$ cat config.mk
export PLATFORM = sky130hd
export DESIGN_NAME = pipeline_hazard_ctrl
export DESIGN_NICKNAME = d
export VERILOG_FILES = /design/src/rtl/pipeline_hazard_ctrl.sv
export SDC_FILE = /design/constraint.sdc
export NUM_CORES = 1
export LEC_CHECK = 0
export BUFFER_PORTS_ARGS = -buffer_cell sky130_fd_sc_hd__buf_2
export CORE_MARGIN = 1
export CORE_UTILIZATION = 35
export CTS_CLUSTER_SIZE = 24
export DETAILED_ROUTE_END_ITERATION = 16
export PLACE_DENSITY = 0.65
export SLEW_MARGIN = 20
export SYNTH_ARGS = -nofsm -noshare
export SYNTH_HDL_FRONTEND = slang
export SYNTH_SLANG_ARGS = --single-unit
$ cat constraint.sdc
create_clock -name Clk_40 -period 7.15 [get_ports Clk_40]
set_clock_uncertainty 0.05 [all_clocks]
set_input_delay 1.43 -clock Clk_40 [delete_from_list [all_inputs] [get_ports Clk_40]]
set_output_delay 1.43 -clock Clk_40 [all_outputs]
set_load 0.005 [all_outputs]
$ cat src/rtl/pipeline_hazard_ctrl.sv
// Stall/flush sequencer for the 5-stage pipeline: load-use, taken branch and multi-cycle mul/div.
// Optional HAZARD_PERF_CNT_EN adds stall-cycle and flush counters.
module pipeline_hazard_ctrl #(
    parameter int MULDIV_LAT = 8,
    parameter int CNT_W      = 8
) (
    input  logic        Clk_40,
    input  logic        Reset_40,
    input  logic [4:0]  Rs_ID_40,
    input  logic [4:0]  Rt_ID_40,
    input  logic        MemRead_EX_40,
    input  logic [4:0]  Rt_EX_40,
    input  logic        BranchTaken_EX_40,
    input  logic        MulDivStart_EX_40,
    output logic        PCWrite_40,
    output logic        IF_ID_Write_40,
    output logic        IF_ID_Flush_40,
    output logic        ID_EX_Bubble_40,
    output logic        EX_MEM_Write_40,
    output logic        EX_MEM_Bubble_40,
    output logic        MulDivBusy_40
`ifdef HAZARD_PERF_CNT_EN
    ,
    output logic [31:0] StallCycles_40,
    output logic [15:0] FlushCount_40
`endif
);

    typedef enum logic {RUN = 1'b0, MD_BUSY = 1'b1} state_t;

    state_t            state_q, state_d;
    logic [CNT_W-1:0]  cnt_q, cnt_d;
    logic              load_use;

    assign load_use = MemRead_EX_40 && (Rt_EX_40 != 5'd0) &&
                      ((Rt_EX_40 == Rs_ID_40) || (Rt_EX_40 == Rt_ID_40));

    always_comb begin
        state_d          = state_q;
        cnt_d            = cnt_q;
        PCWrite_40       = 1'b1;
        IF_ID_Write_40   = 1'b1;
        IF_ID_Flush_40   = 1'b0;
        ID_EX_Bubble_40  = 1'b0;
        EX_MEM_Write_40  = 1'b1;
        EX_MEM_Bubble_40 = 1'b0;
        MulDivBusy_40    = 1'b0;
        if (!Reset_40) begin
            state_d          = RUN;
            cnt_d            = '0;
            PCWrite_40       = 1'b0;
            IF_ID_Write_40   = 1'b0;
            IF_ID_Flush_40   = 1'b1;
            ID_EX_Bubble_40  = 1'b1;
            EX_MEM_Write_40  = 1'b0;
            EX_MEM_Bubble_40 = 1'b1;
        end else if (state_q == MD_BUSY) begin
            // Counter at zero: the result lands in EX/MEM on this edge, so run normally.
            if (cnt_q == '0) begin
                state_d = RUN;
            end else begin
                cnt_d            = cnt_q - 1'b1;
                PCWrite_40       = 1'b0;
                IF_ID_Write_40   = 1'b0;
                EX_MEM_Bubble_40 = 1'b1;
                MulDivBusy_40    = 1'b1;
            end
        end else if (BranchTaken_EX_40) begin
            IF_ID_Flush_40  = 1'b1;
            ID_EX_Bubble_40 = 1'b1;
        end else if (MulDivStart_EX_40) begin
            // Hold the op in EX: no ID/EX bubble, EX/MEM fed a bubble instead.
            state_d          = MD_BUSY;
            cnt_d            = CNT_W'(MULDIV_LAT - 2);
            PCWrite_40       = 1'b0;
            IF_ID_Write_40   = 1'b0;
            EX_MEM_Bubble_40 = 1'b1;
        end else if (load_use) begin
            PCWrite_40      = 1'b0;
            IF_ID_Write_40  = 1'b0;
            ID_EX_Bubble_40 = 1'b1;
        end
    end

    always_ff @(posedge Clk_40 or negedge Reset_40) begin
        if (!Reset_40) begin
            state_q <= RUN;
            cnt_q   <= '0;
        end else begin
            state_q <= state_d;
            cnt_q   <= cnt_d;
        end
    end

`ifdef HAZARD_PERF_CNT_EN
    logic [31:0] stall_q, stall_d;
    logic [15:0] flush_q, flush_d;

    always_comb begin
        stall_d = stall_q;
        flush_d = flush_q;
        if (!PCWrite_40 && (stall_q != 32'hFFFF_FFFF))
            stall_d = stall_q + 32'd1;
        if (IF_ID_Flush_40)
            flush_d = flush_q + 16'd1;
    end

    always_ff @(posedge Clk_40 or negedge Reset_40) begin
        if (!Reset_40) begin
            stall_q <= '0;
            flush_q <= '0;
        end else begin
            stall_q <= stall_d;
            flush_q <= flush_d;
        end
    end

    assign StallCycles_40 = stall_q;
    assign FlushCount_40  = flush_q;
`endif

endmodule

==> summary.json <==
{
  "run_status": {"value": "finished clean"},
  "timing.final.crit_period": {"value": 4.11, "unit": "ns"},
  "setup_total_negative_slack": {"value": 0, "unit": "ns"},
  "routed-via-count": {"value": 655},
  "netlist_top_cells_area": {"value": "sky130_fd_sc_hd__dfrtp_1 (32%), sky130_fd_sc_hd__xor2_1 (19%), sky130_fd_sc_hd__nor2_1 (5.9%), sky130_fd_sc_hd__ha_1 (3.6%), sky130_fd_sc_hd__nor3_1 (2.9%)"},
  "numPortBuffers": {"value": 26},
  "cts.sink_count": {"value": 9},
  "critical_path_arrival": {"value": 2.63, "unit": "ns"},
  "grt_start_max_net_pins": {"value": 15},
  "post_synth_instance_area": {"value": 698, "unit": "um^2"},
  "crit_path_start_kind": {"value": "primary input"},
  "ff_latch_area": {"value": 225, "unit": "um^2"},
  "total_power_consumption_of_the_routed_design": {"value": 0.137, "unit": "mW"},
  "grt_pass1_vias": {"value": 549},
  "detail_route.wirelength": {"value": 1.42, "unit": "mm"},
  "synth_largest_area_cell": {"value": "sky130_fd_sc_hd__dfrtp_1"},
  "synth_most_common_cell": {"value": "sky130_fd_sc_hd__xor2_1"},
  "final_nets": {"value": 128},
  "cts.root.buffer_cell": {"value": "sky130_fd_sc_hd__clkbuf_4"},
  "yosys_most_used_dff": {"value": "sky130_fd_sc_hd__dfrtp_1"},
  "path_clk_slew": {"value": 0.07, "unit": "ns"},
  "timing.max_cap.violations": {"value": 0},
  "syn-mean-instance-area": {"value": 8.84, "unit": "um^2"},
  "ios": {"value": 27},
  "die_area": {"value": 0.00218, "unit": "mm^2"},
  "ctsLongestPathBuffers": {"value": 2},
  "setup_viol": {"value": 0},
  "layout_worst_path_cycle_share": {"value": 57.5, "unit": "%"},
  "worst_ep_required_time": {"value": 5.67, "unit": "ns"},
  "path_max_fanout": {"value": 3},
  "syn_nets": {"value": 101},
  "yosysWarnings": {"value": 0},
  "final_report_hold_violation_count": {"value": 0},
  "final_number_of_max_transition_violations": {"value": 0},
  "grt_antenna_before_repair": {"value": 0},
  "dp_slack": {"value": 3.01, "unit": "ns"},
  "vdd.ir_drop.worst": {"value": 80.3, "unit": "uV"},
  "postLayoutCoreUtil": {"value": 48.0, "unit": "%"},
  "synthDominantCellAreaShare": {"value": 32.3, "unit": "%"},
  "netlist_top_cells_count": {"value": "sky130_fd_sc_hd__xor2_1 (15), sky130_fd_sc_hd__nor2_1 (11), sky130_fd_sc_hd__dfrtp_1 (9)"},
  "synth_cell_type_count": {"value": 30},
  "dieWidth": {"value": 46.7, "unit": "um"},
  "synth-async-reset-ratio": {"value": 100, "unit": "%"},
  "worst-setup-path-type": {"value": "in -> out"},
  "floorplan.core_area": {"value": 0.00180, "unit": "mm^2"},
  "cp-end-kind": {"value": "output port"},
  "cts_resized": {"value": 0},
  "wl_per_cell": {"value": 10.9, "unit": "um"},
  "cts_made_buffers": {"value": 3},
  "achievable-frequency": {"value": 243, "unit": "MHz"},
  "clock_tree.htree_level_count": {"value": 1},
  "grt.total_usage": {"value": 15.1, "unit": "%"},
  "initial_core_util": {"value": 38.8, "unit": "%"},
  "tritoncts_clock_tree": {"value": "yes"},
  "setup_repair_after_global_routing_missed_its_margin": {"value": "no"},
  "slew_headroom": {"value": 71.2, "unit": "%"},
  "syn_inst": {"value": 79},
  "p_leak": {"value": 0.414, "unit": "nW"},
  "ys_ff_latch": {"value": 9},
  "cts_hold_repair.buffers": {"value": 0},
  "placement_rows": {"value": 15},
  "drcViolationCount": {"value": 0},
  "layout-drive-gt1-share": {"value": 34.3, "unit": "%"},
  "synth_enable_flop_cells": {"value": 0},
  "drt_pass1_iterations": {"value": 3},
  "clock_latency": {"value": 0.27, "unit": "ns"},
  "buffers_inserted_during_post_cts_setup_optimization": {"value": 0},
  "seq_area_frac_synth": {"value": 32.3, "unit": "%"},
  "max_slew.worst_pin.slew": {"value": 0.427, "unit": "ns"},
  "drt_iter0_markers": {"value": 12},
  "die-height": {"value": 46.7, "unit": "um"},
  "avgViaCountPerCell": {"value": 5.04},
  "hpwlAfterDp": {"value": 1.09, "unit": "mm"},
  "worstHoldPathType": {"value": "reg -> reg"},
  "insertedDiodeCount": {"value": 0},
  "hold_ws": {"value": 0.514, "unit": "ns"},
  "first_pass_grt_wire_length": {"value": 2.26, "unit": "mm"},
  "area_delta_synth_final": {"value": 23.8, "unit": "%"},
  "grt_overflow": {"value": 0},
  "gp_routability_congestion": {"value": 0.816},
  "multiInputGateArea": {"value": 432, "unit": "um^2"},
  "n_fill_cell": {"value": 181},
  "fin_ws": {"value": 3.04, "unit": "ns"},
  "p_per_area": {"value": 158, "unit": "mW/mm^2"},
  "drt.antenna.violating_nets": {"value": 0}
}
[worst max-delay path, cell delays in order]
cell                      delay, ns
sky130_fd_sc_hd__buf_2         0.12
sky130_fd_sc_hd__or4_1         0.52
sky130_fd_sc_hd__o21ai_0       0.21
sky130_fd_sc_hd__or3_1         0.14
sky130_fd_sc_hd__o21ba_1       0.12
sky130_fd_sc_hd__buf_2         0.11
[report_power, final]
group | internal, mW | switching [mW]
clock | 0.0207 | 0.0200
sequential | 0.0534 | 0.00438
combinational | 0.0185 | 0.0200
[cell families after synthesis]
| family | share of synthesized area, % |
|---|---|
| AO/OA/AOI/OAI | 16.5 |
| XOR/XNOR | 18.8 |
| adder cells (fa/ha/maj) | 3.58 |
| buffers and inverters | 5.91 |
| flip-flops | 32.3 |
| AND/OR/NAND/NOR | 22.9 |
[per-layer routing]
metal | up-vias | track usage, % | part of all wire, %
met5 | - | 0 | 0
met4 | 0 | 10.3 | 2.7
met3 | 4 | 3.53 | 6.8
met2 | 29 | 22.8 | 44
met1 | 291 | 18.9 | 47
li1 | 331 | - | -
[layout by cell type, fill, tap and decap left out, drive strengths merged, types with 2 or more instances in the layout]
cell type / Yosys / final
o41ai: 2 / 2
xor2: 15 / 15
or3: 2 / 2
o21ai: 2 / 2
buf: 2 / 26
or4: 3 / 3
a21oi: 3 / 3
nand4: 2 / 2
ha: 2 / 2
dfrtp: 9 / 9
nand2: 4 / 4
inv: 5 / 5
nor3: 4 / 4
clkbuf: 2 / 3
nor2: 11 / 11
[flip-flops by register name, indices dropped and copies added (netlist names)]
name	count
cnt_q	8
state_q	1
[path summary, 6_finish.rpt]
check | from | end | slack, ns | depth (start not counted)
worst max-delay path | Rt_EX_40[1] | IF_ID_Write_40 | 3.04 | 6
worst min-delay path | cnt_q[7] | cnt_q[7] | 0.51 | 2
worst max register to register | cnt_q[1] | cnt_q[2] | 5.11 | 6
worst min register to register | cnt_q[7] | cnt_q[7] | 0.51 | 2
max in group asynchronous | Reset_40 | cnt_q[5] | 5.85 | 1
min in group asynchronous | Reset_40 | cnt_q[3] | 0.97 | 1
[metrics by stage]
| step | instances | cell area, um^2 |
|---|---|---|
| 3_3_place_gp | 126 | 837 |
| 6_report | 130 | 865 |
| 5_1_grt | 130 | 865 |
| 2_1_floorplan | 79 | 698 |
| 3_5_place_dp | 126 | 837 |
| 4_1_cts | 130 | 865 |
[layout make-up]
cell class / instances / area share [%]
flip-flops and latches: 9 / 26.0
clock inverters: 1 / 0.579
repair buffers: 26 / 15.1
multi-input cells: 61 / 49.9
well taps: 25 / 3.62
clock buffers: 3 / 2.60
inverters: 5 / 2.17
(Power assumes the default switching activity.)
